## config.mk

```make
export PLATFORM = sky130hd
export DESIGN_NAME = uart_tx_arbiter
export DESIGN_NICKNAME = d
export VERILOG_FILES = /design/src/rtl/uart_tx_arb_pkg.sv /design/src/rtl/rr_priority_picker.sv /design/src/rtl/uart_tx_arbiter.sv
export SDC_FILE = /design/constraint.sdc
export NUM_CORES = 1
export LEC_CHECK = 0
export BUFFER_PORTS_ARGS = -buffer_cell sky130_fd_sc_hd__buf_2
export CORE_UTILIZATION = 56
export CTS_CLUSTER_SIZE = 40
export DETAILED_ROUTE_END_ITERATION = 10
export GPL_TIMING_DRIVEN = 0
export MAX_ROUTING_LAYER = met4
export PLACE_DENSITY = 0.85
export SLEW_MARGIN = 10
export SYNTH_ARGS = -nofsm -noshare
export SYNTH_HDL_FRONTEND = slang
export SYNTH_SLANG_ARGS = --single-unit
export TNS_END_PERCENT = 100
```

## constraint.sdc

```tcl
create_clock -name clk -period 6.2 [get_ports clk]
set_clock_uncertainty 0.2 [all_clocks]
set_input_delay 0.31 -clock clk [delete_from_list [all_inputs] [get_ports clk]]
set_output_delay 0.31 -clock clk [all_outputs]
set_load 0.05 [all_outputs]
```

## src/rtl/uart_tx_arb_pkg.sv

```systemverilog
// Shared types and helpers for the UART transmitter arbiter.
package uart_tx_arb_pkg;

  typedef enum logic [1:0] {
    ST_IDLE = 2'd0,
    ST_LOAD = 2'd1,
    ST_HOLD = 2'd2,
    ST_GAP  = 2'd3
  } arb_state_t;

  // Ceiling log2, never less than 1 so counters for tiny ranges still get a bit.
  function automatic int clog2(input int value);
    int w;
    w = 0;
    for (int v = value - 1; v > 0; v = v >>> 1) w++;
    return (w < 1) ? 1 : w;
  endfunction

endpackage

```

## src/rtl/rr_priority_picker.sv

```systemverilog
// Combinational rotating-priority select: first set request at or after ptr, wrapping.
import uart_tx_arb_pkg::*;

module rr_priority_picker #(
  parameter int N  = 4,
  parameter int IW = 2
) (
  input  logic [N-1:0]  req,
  input  logic [IW-1:0] ptr,
  output logic [N-1:0]  onehot,
  output logic [IW-1:0] idx,
  output logic          found
);

  localparam int PW = IW + 1;

  logic [PW-1:0] pos;

  always_comb begin
    onehot = '0;
    idx    = '0;
    found  = 1'b0;
    pos    = '0;
    for (int k = 0; k < N; k++) begin
      pos = {1'b0, ptr} + PW'(k);
      if (pos >= PW'(N)) pos = pos - PW'(N);
      if (!found && req[pos[IW-1:0]]) begin
        found                = 1'b1;
        idx                  = pos[IW-1:0];
        onehot[pos[IW-1:0]]  = 1'b1;
      end
    end
  end

endmodule

```

## src/rtl/uart_tx_arbiter.sv

```systemverilog
// Round-robin owner of one UART transmitter: burst lock, TXRDY pacing, baud-tick gap between owners.
//
// state | meaning
// IDLE  | no owner; pick next requester from the rotating pointer
// LOAD  | owner holds grant; strobe its byte once TXRDY is high
// HOLD  | one cycle after a strobe while TXRDY falls; decide end of burst
// GAP   | grant dropped; wait GAP_TICKS baud ticks before next arbitration
import uart_tx_arb_pkg::*;

module uart_tx_arbiter #(
  parameter int NUM_REQ   = 4,
  parameter int MAX_BURST = 16,
  parameter int GAP_TICKS = 2
) (
  input  logic                 clk,
  input  logic                 reset,
  input  logic [NUM_REQ-1:0]   req,
  input  logic [NUM_REQ-1:0]   last,
  input  logic [8*NUM_REQ-1:0] data,
  output logic [NUM_REQ-1:0]   ack,
  output logic [NUM_REQ-1:0]   gnt,
  input  logic                 baud_en,
  input  logic                 txrdy,
  output logic                 tx_wen,
  output logic [7:0]           tx_data,
  output logic                 busy
);

  localparam int IW = clog2(NUM_REQ);
  localparam int BW = clog2(MAX_BURST + 1);
  localparam int GW = clog2(GAP_TICKS + 1);

  arb_state_t state_q, state_d;

  logic [IW-1:0]      ptr;
  logic [IW-1:0]      owner_idx;
  logic [IW-1:0]      next_ptr;
  logic [BW-1:0]      burst_cnt;
  logic [GW-1:0]      gap_cnt;
  logic               last_q;

  logic [NUM_REQ-1:0] pick_onehot;
  logic [IW-1:0]      pick_idx;
  logic               pick_found;

  logic               req_g;
  logic               do_write;
  logic               burst_done;
  logic               gap_done;
  logic               enter_gap;
  logic [7:0]         data_sel;

  logic [NUM_REQ-1:0] gnt_d;
  logic [NUM_REQ-1:0] ack_d;
  logic               tx_wen_d;
  logic [7:0]         tx_data_d;
  logic               busy_d;

  rr_priority_picker #(
    .N  (NUM_REQ),
    .IW (IW)
  ) u_pick (
    .req    (req),
    .ptr    (ptr),
    .onehot (pick_onehot),
    .idx    (pick_idx),
    .found  (pick_found)
  );

  always_comb begin
    data_sel = 8'h00;
    for (int k = 0; k < NUM_REQ; k++) begin
      if (owner_idx == IW'(k)) data_sel = data[8*k +: 8];
    end
  end

  assign req_g      = req[owner_idx];
  assign do_write   = (state_q == ST_LOAD) && req_g && txrdy;
  assign burst_done = last_q || (burst_cnt == BW'(MAX_BURST));
  // Gap timer is a down-counter loaded on GAP entry; the last tick ends the gap.
  assign gap_done   = (GAP_TICKS == 0) || (baud_en && (gap_cnt == GW'(1)));
  assign enter_gap  = (state_d == ST_GAP) && (state_q != ST_GAP);
  assign next_ptr   = (owner_idx == IW'(NUM_REQ - 1)) ? '0 : owner_idx + 1'b1;

  // State register plus all registered outputs and counters.
  always_ff @(posedge clk) begin
    if (reset) begin
      state_q   <= ST_IDLE;
      gnt       <= '0;
      ack       <= '0;
      tx_wen    <= 1'b0;
      tx_data   <= 8'h00;
      busy      <= 1'b0;
      ptr       <= '0;
      owner_idx <= '0;
      burst_cnt <= '0;
      gap_cnt   <= '0;
      last_q    <= 1'b0;
    end else begin
      state_q <= state_d;
      gnt     <= gnt_d;
      ack     <= ack_d;
      tx_wen  <= tx_wen_d;
      tx_data <= tx_data_d;
      busy    <= busy_d;

      if (state_q == ST_IDLE && pick_found) begin
        owner_idx <= pick_idx;
        burst_cnt <= '0;
        last_q    <= 1'b0;
      end

      if (do_write) begin
        burst_cnt <= burst_cnt + 1'b1;
        last_q    <= last[owner_idx];
      end

      if (enter_gap) begin
        gap_cnt <= GW'(GAP_TICKS);
        ptr     <= next_ptr;
      end else if (state_q == ST_GAP && baud_en && gap_cnt != '0) begin
        gap_cnt <= gap_cnt - 1'b1;
      end
    end
  end

  always_comb begin
    state_d = state_q;
    unique case (state_q)
      ST_IDLE: if (pick_found) state_d = ST_LOAD;
      ST_LOAD: begin
        if (!req_g)     state_d = ST_GAP;
        else if (txrdy) state_d = ST_HOLD;
      end
      ST_HOLD: state_d = burst_done ? ST_GAP : ST_LOAD;
      ST_GAP:  if (gap_done) state_d = ST_IDLE;
      default: state_d = ST_IDLE;
    endcase
  end

  always_comb begin
    gnt_d     = gnt;
    ack_d     = '0;
    tx_wen_d  = 1'b0;
    tx_data_d = tx_data;
    busy_d    = (state_d != ST_IDLE);
    unique case (state_q)
      ST_IDLE: if (pick_found) gnt_d = pick_onehot;
      ST_LOAD: begin
        if (!req_g) begin
          gnt_d = '0;
        end else if (txrdy) begin
          ack_d[owner_idx] = 1'b1;
          tx_wen_d         = 1'b1;
          tx_data_d        = data_sel;
        end
      end
      ST_HOLD: if (burst_done) gnt_d = '0;
      ST_GAP:  gnt_d = '0;
      default: gnt_d = '0;
    endcase
  end

endmodule

```

==> impl_metrics.tcl <==
set metrics [dict create \
    status "finished, final reports clean" \
    diodes 0 \
    p_sw_uw 227 \
    rows 22 \
    num_io_pins 62 \
    insertion_delay_ns 0.29 \
    cts_sinks 32 \
    port_buffers 61 \
    drt-total-wl_mm 5.37 \
    die_width_um 64.3 \
    relSlewSlack 0.562 \
    crit_top_cell "clkbuf_1" \
    synth_area_um2 2170 \
    antenna_found_initial 0 \
    worstHoldPathType "in2reg" \
    ir_drop_mv 0.143 \
    cp.arrival_ns 3.32 \
    sw_frac_of_total 0.346 \
    period_needed_ns 3.29 \
    synthesis.nets 301 \
    ant_nets 0 \
    drtIter0Drc 150 \
    power-per-cell-area_nw_per_um2 248 \
    slowest_stage "dfxtp_1" \
    syn_avg_cell_area_um2 8.99 \
    crit_required_ns 6.23 \
    cts_hold_buf 0 \
    die_height_um 64.3 \
    place_inst 351 \
    hpwlAfterDp_mm 3.93 \
    tightest_slew_ns 0.652 \
    crit_start "ptr[0]" \
    synth_seq_cells 32 \
    grt_pass1_vias 2002 \
    tns_ns 0 \
    start_util 0.590 \
    path_buf_inv 3 \
    final_cell_mix "64 x buf_2, 32 x dfxtp_1, 21 x nor2_1" \
    worst_setup_path_start_kind "flip-flop" \
    core_um2 3690 \
    rr_worst_depth 8 \
    area_growth_pct 21.9 \
    avgRoutedWirePerCell_um 15.0 \
    cts_resized 0 \
    clk_pin_slew_worst_paths_ns 0.07 \
    post_cts_buffers 0 \
    seq_area_frac_synth 0.295 \
    crit_fanout 10 \
    cts_tree "done" \
    synthDistinctLibCells 54 \
    critPathTopFamily "compound AO/OA/AOI/OAI gates" \
    synth-main-ff-cell "dfxtp_1" \
    stdcell_count 359 \
    fin_crit_sh 0.531 \
    fin_nets 369 \
    cts_inserted_buffers 5 \
    synth-edff-count 0 \
    layout-drive-gt1-share 0.309 \
    dr.pass1.iters 4 \
    cap_violations 0 \
    hold_viol 0 \
    clockBufferDepth 2 \
    synthCells 242 \
    crit_cells 8 \
    grt_usage 0.286 \
    root_buffer "clkbuf_8" \
    rrSetupSlack_ns 2.91 \
    max_freq_mhz 304 \
    gp_congestion 0.906 \
    sequentialPowerShare 0.356 \
    grt_pass1_wl_mm 8.96 \
    pwr-share-comb 0.339 \
    grt_overflow 0 \
    htree_levels 2 \
    viasPerCell 5.93 \
    synthArstFlopShare 0 \
    vias 2130 \
    finalMaxSlewViolations 0 \
    rsz0062_at_grt "false" \
    max_stage_delay_ns 0.48 \
    p_leak_uw 0.00111 \
    grt_start_max_net_pins 12 \
    r2r-start "ptr[0]" \
    final_common_cell "buf_2" \
    path_cells "clkbuf_1, inv_1, ha_1, clkbuf_1, or3b_1, a2111o_1, a211oi_2, a221o_1" \
    internal_power_uw 430 \
    r2r-end "gnt[0]" \
    crit_type "reg2reg" \
    synth_warnings 0 \
    power_frac_clock 0.305 \
    setup.worst_path.end "gnt[0]" \
    setup_viol 0 \
    drc_errors 0 \
    dieArea_um2 4140 \
    crit_path_end_kind "flip-flop" \
]
==> cell type report <==
class / count / area (µm²)
multi-input cells: 175 / 1380
fillers: 309 / 1040
flip-flops and latches: 32 / 641
repair buffers: 61 / 305
plain buffers: 19 / 98.8
clock buffers: 5 / 68.8
inverters: 16 / 60.1
well taps: 48 / 60.1
clock inverters: 3 / 42.5
==> routing by layer <==
| metal | global-route usage | part of all wire |
|---|---|---|
| met1 | 0.344 | 0.44 |
| met2 | 0.480 | 0.49 |
| met3 | 0.0464 | 0.049 |
| met4 | 0.103 | 0.015 |
| met5 | - | 0 |
==> worst min-delay path by stage <==
stage / start / end / slack [ns] / cells past startpoint
2_1_floorplan: last_q / last_q / 0.26 / 2
3_3_place_gp: gnt[3] / gnt[3] / 0.27 / 1
3_5_place_dp: gnt[3] / gnt[3] / 0.27 / 1
4_1_cts: data[25] / tx_data[1] / 0.16 / 3
5_1_grt: data[30] / tx_data[6] / 0.18 / 3
6_report: data[30] / tx_data[6] / 0.16 / 3
==> cell families (layout without fill, tap and decap cells) <==
group | Yosys count | in the layout | share of synthesized area
flip-flops | 32 | 32 | 0.295
AND/OR/NAND/NOR | 72 | 72 | 0.187
buffers and inverters | 35 | 104 | 0.0731
XOR/XNOR | 3 | 3 | 0.0121
AO/OA/AOI/OAI | 74 | 74 | 0.262
multiplexers | 11 | 11 | 0.0846
adder cells (fa/ha/maj) | 15 | 15 | 0.0863
==> through the flow <==
step / area (µm²) / setup slack [ns] / hold slack [ns] / total power (µW) / util
floorplan: 2170 / 3.37 / 0.257 / 401 / -
global placement: 2540 / 3.01 / 0.272 / 452 / 0.689
detailed placement: 2540 / 2.93 / 0.270 / 457 / 0.689
CTS: 2650 / 2.93 / 0.158 / 656 / 0.719
global route: 2650 / 2.75 / 0.183 / 690 / 0.719
finish: 2650 / 2.91 / 0.157 / 657 / 0.719
==> synth_stat cells, types with 4 or more instances <==
| cell | number | share of area |
|---|---|---|
| and2_1 | 4 | 0.012 |
| o21ai_0 | 7 | 0.016 |
| o211ai_1 | 8 | 0.028 |
| or3b_2 | 4 | 0.016 |
| a221o_1 | 11 | 0.051 |
| a2111o_1 | 5 | 0.026 |
| nand2_1 | 6 | 0.010 |
| nand3_1 | 5 | 0.012 |
| nand2b_1 | 4 | 0.012 |
| mux4_2 | 4 | 0.041 |
| ha_1 | 15 | 0.086 |
| a21oi_1 | 20 | 0.046 |
| dfxtp_1 | 32 | 0.29 |
| nor2_1 | 21 | 0.036 |
| a211oi_1 | 9 | 0.031 |
| clkbuf_1 | 13 | 0.022 |
| inv_1 | 15 | 0.026 |
| nor3_1 | 8 | 0.018 |
==> flip-flops by register name, summed over array words and instances (netlist names) <==
| register | count |
|---|---|
| ack | 4 |
| burst_cnt | 5 |
| busy | 1 |
| gap_cnt | 2 |
| gnt | 4 |
| last_q | 1 |
| owner_idx | 2 |
| ptr | 2 |
| state_q | 2 |
| tx_data | 8 |
| tx_wen | 1 |
==> power groups by stage <==
stage / Combinational, µW / Clock (µW) / Sequential (µW)
final: 223 / 200 / 234
after global routing: 242 / 211 / 237
after CTS: 221 / 201 / 234
after detailed placement: 219 / 0 / 239
after global placement: 214 / 0 / 238
after floorplan: 135 / 0 / 266
==> worst min-delay path: cells and delay by family <==
kind            cells  cell delay, ns
buf+inv             1            0.10
compound gates      2            0.20
Note: power is estimated with default switching activity, not from simulation.
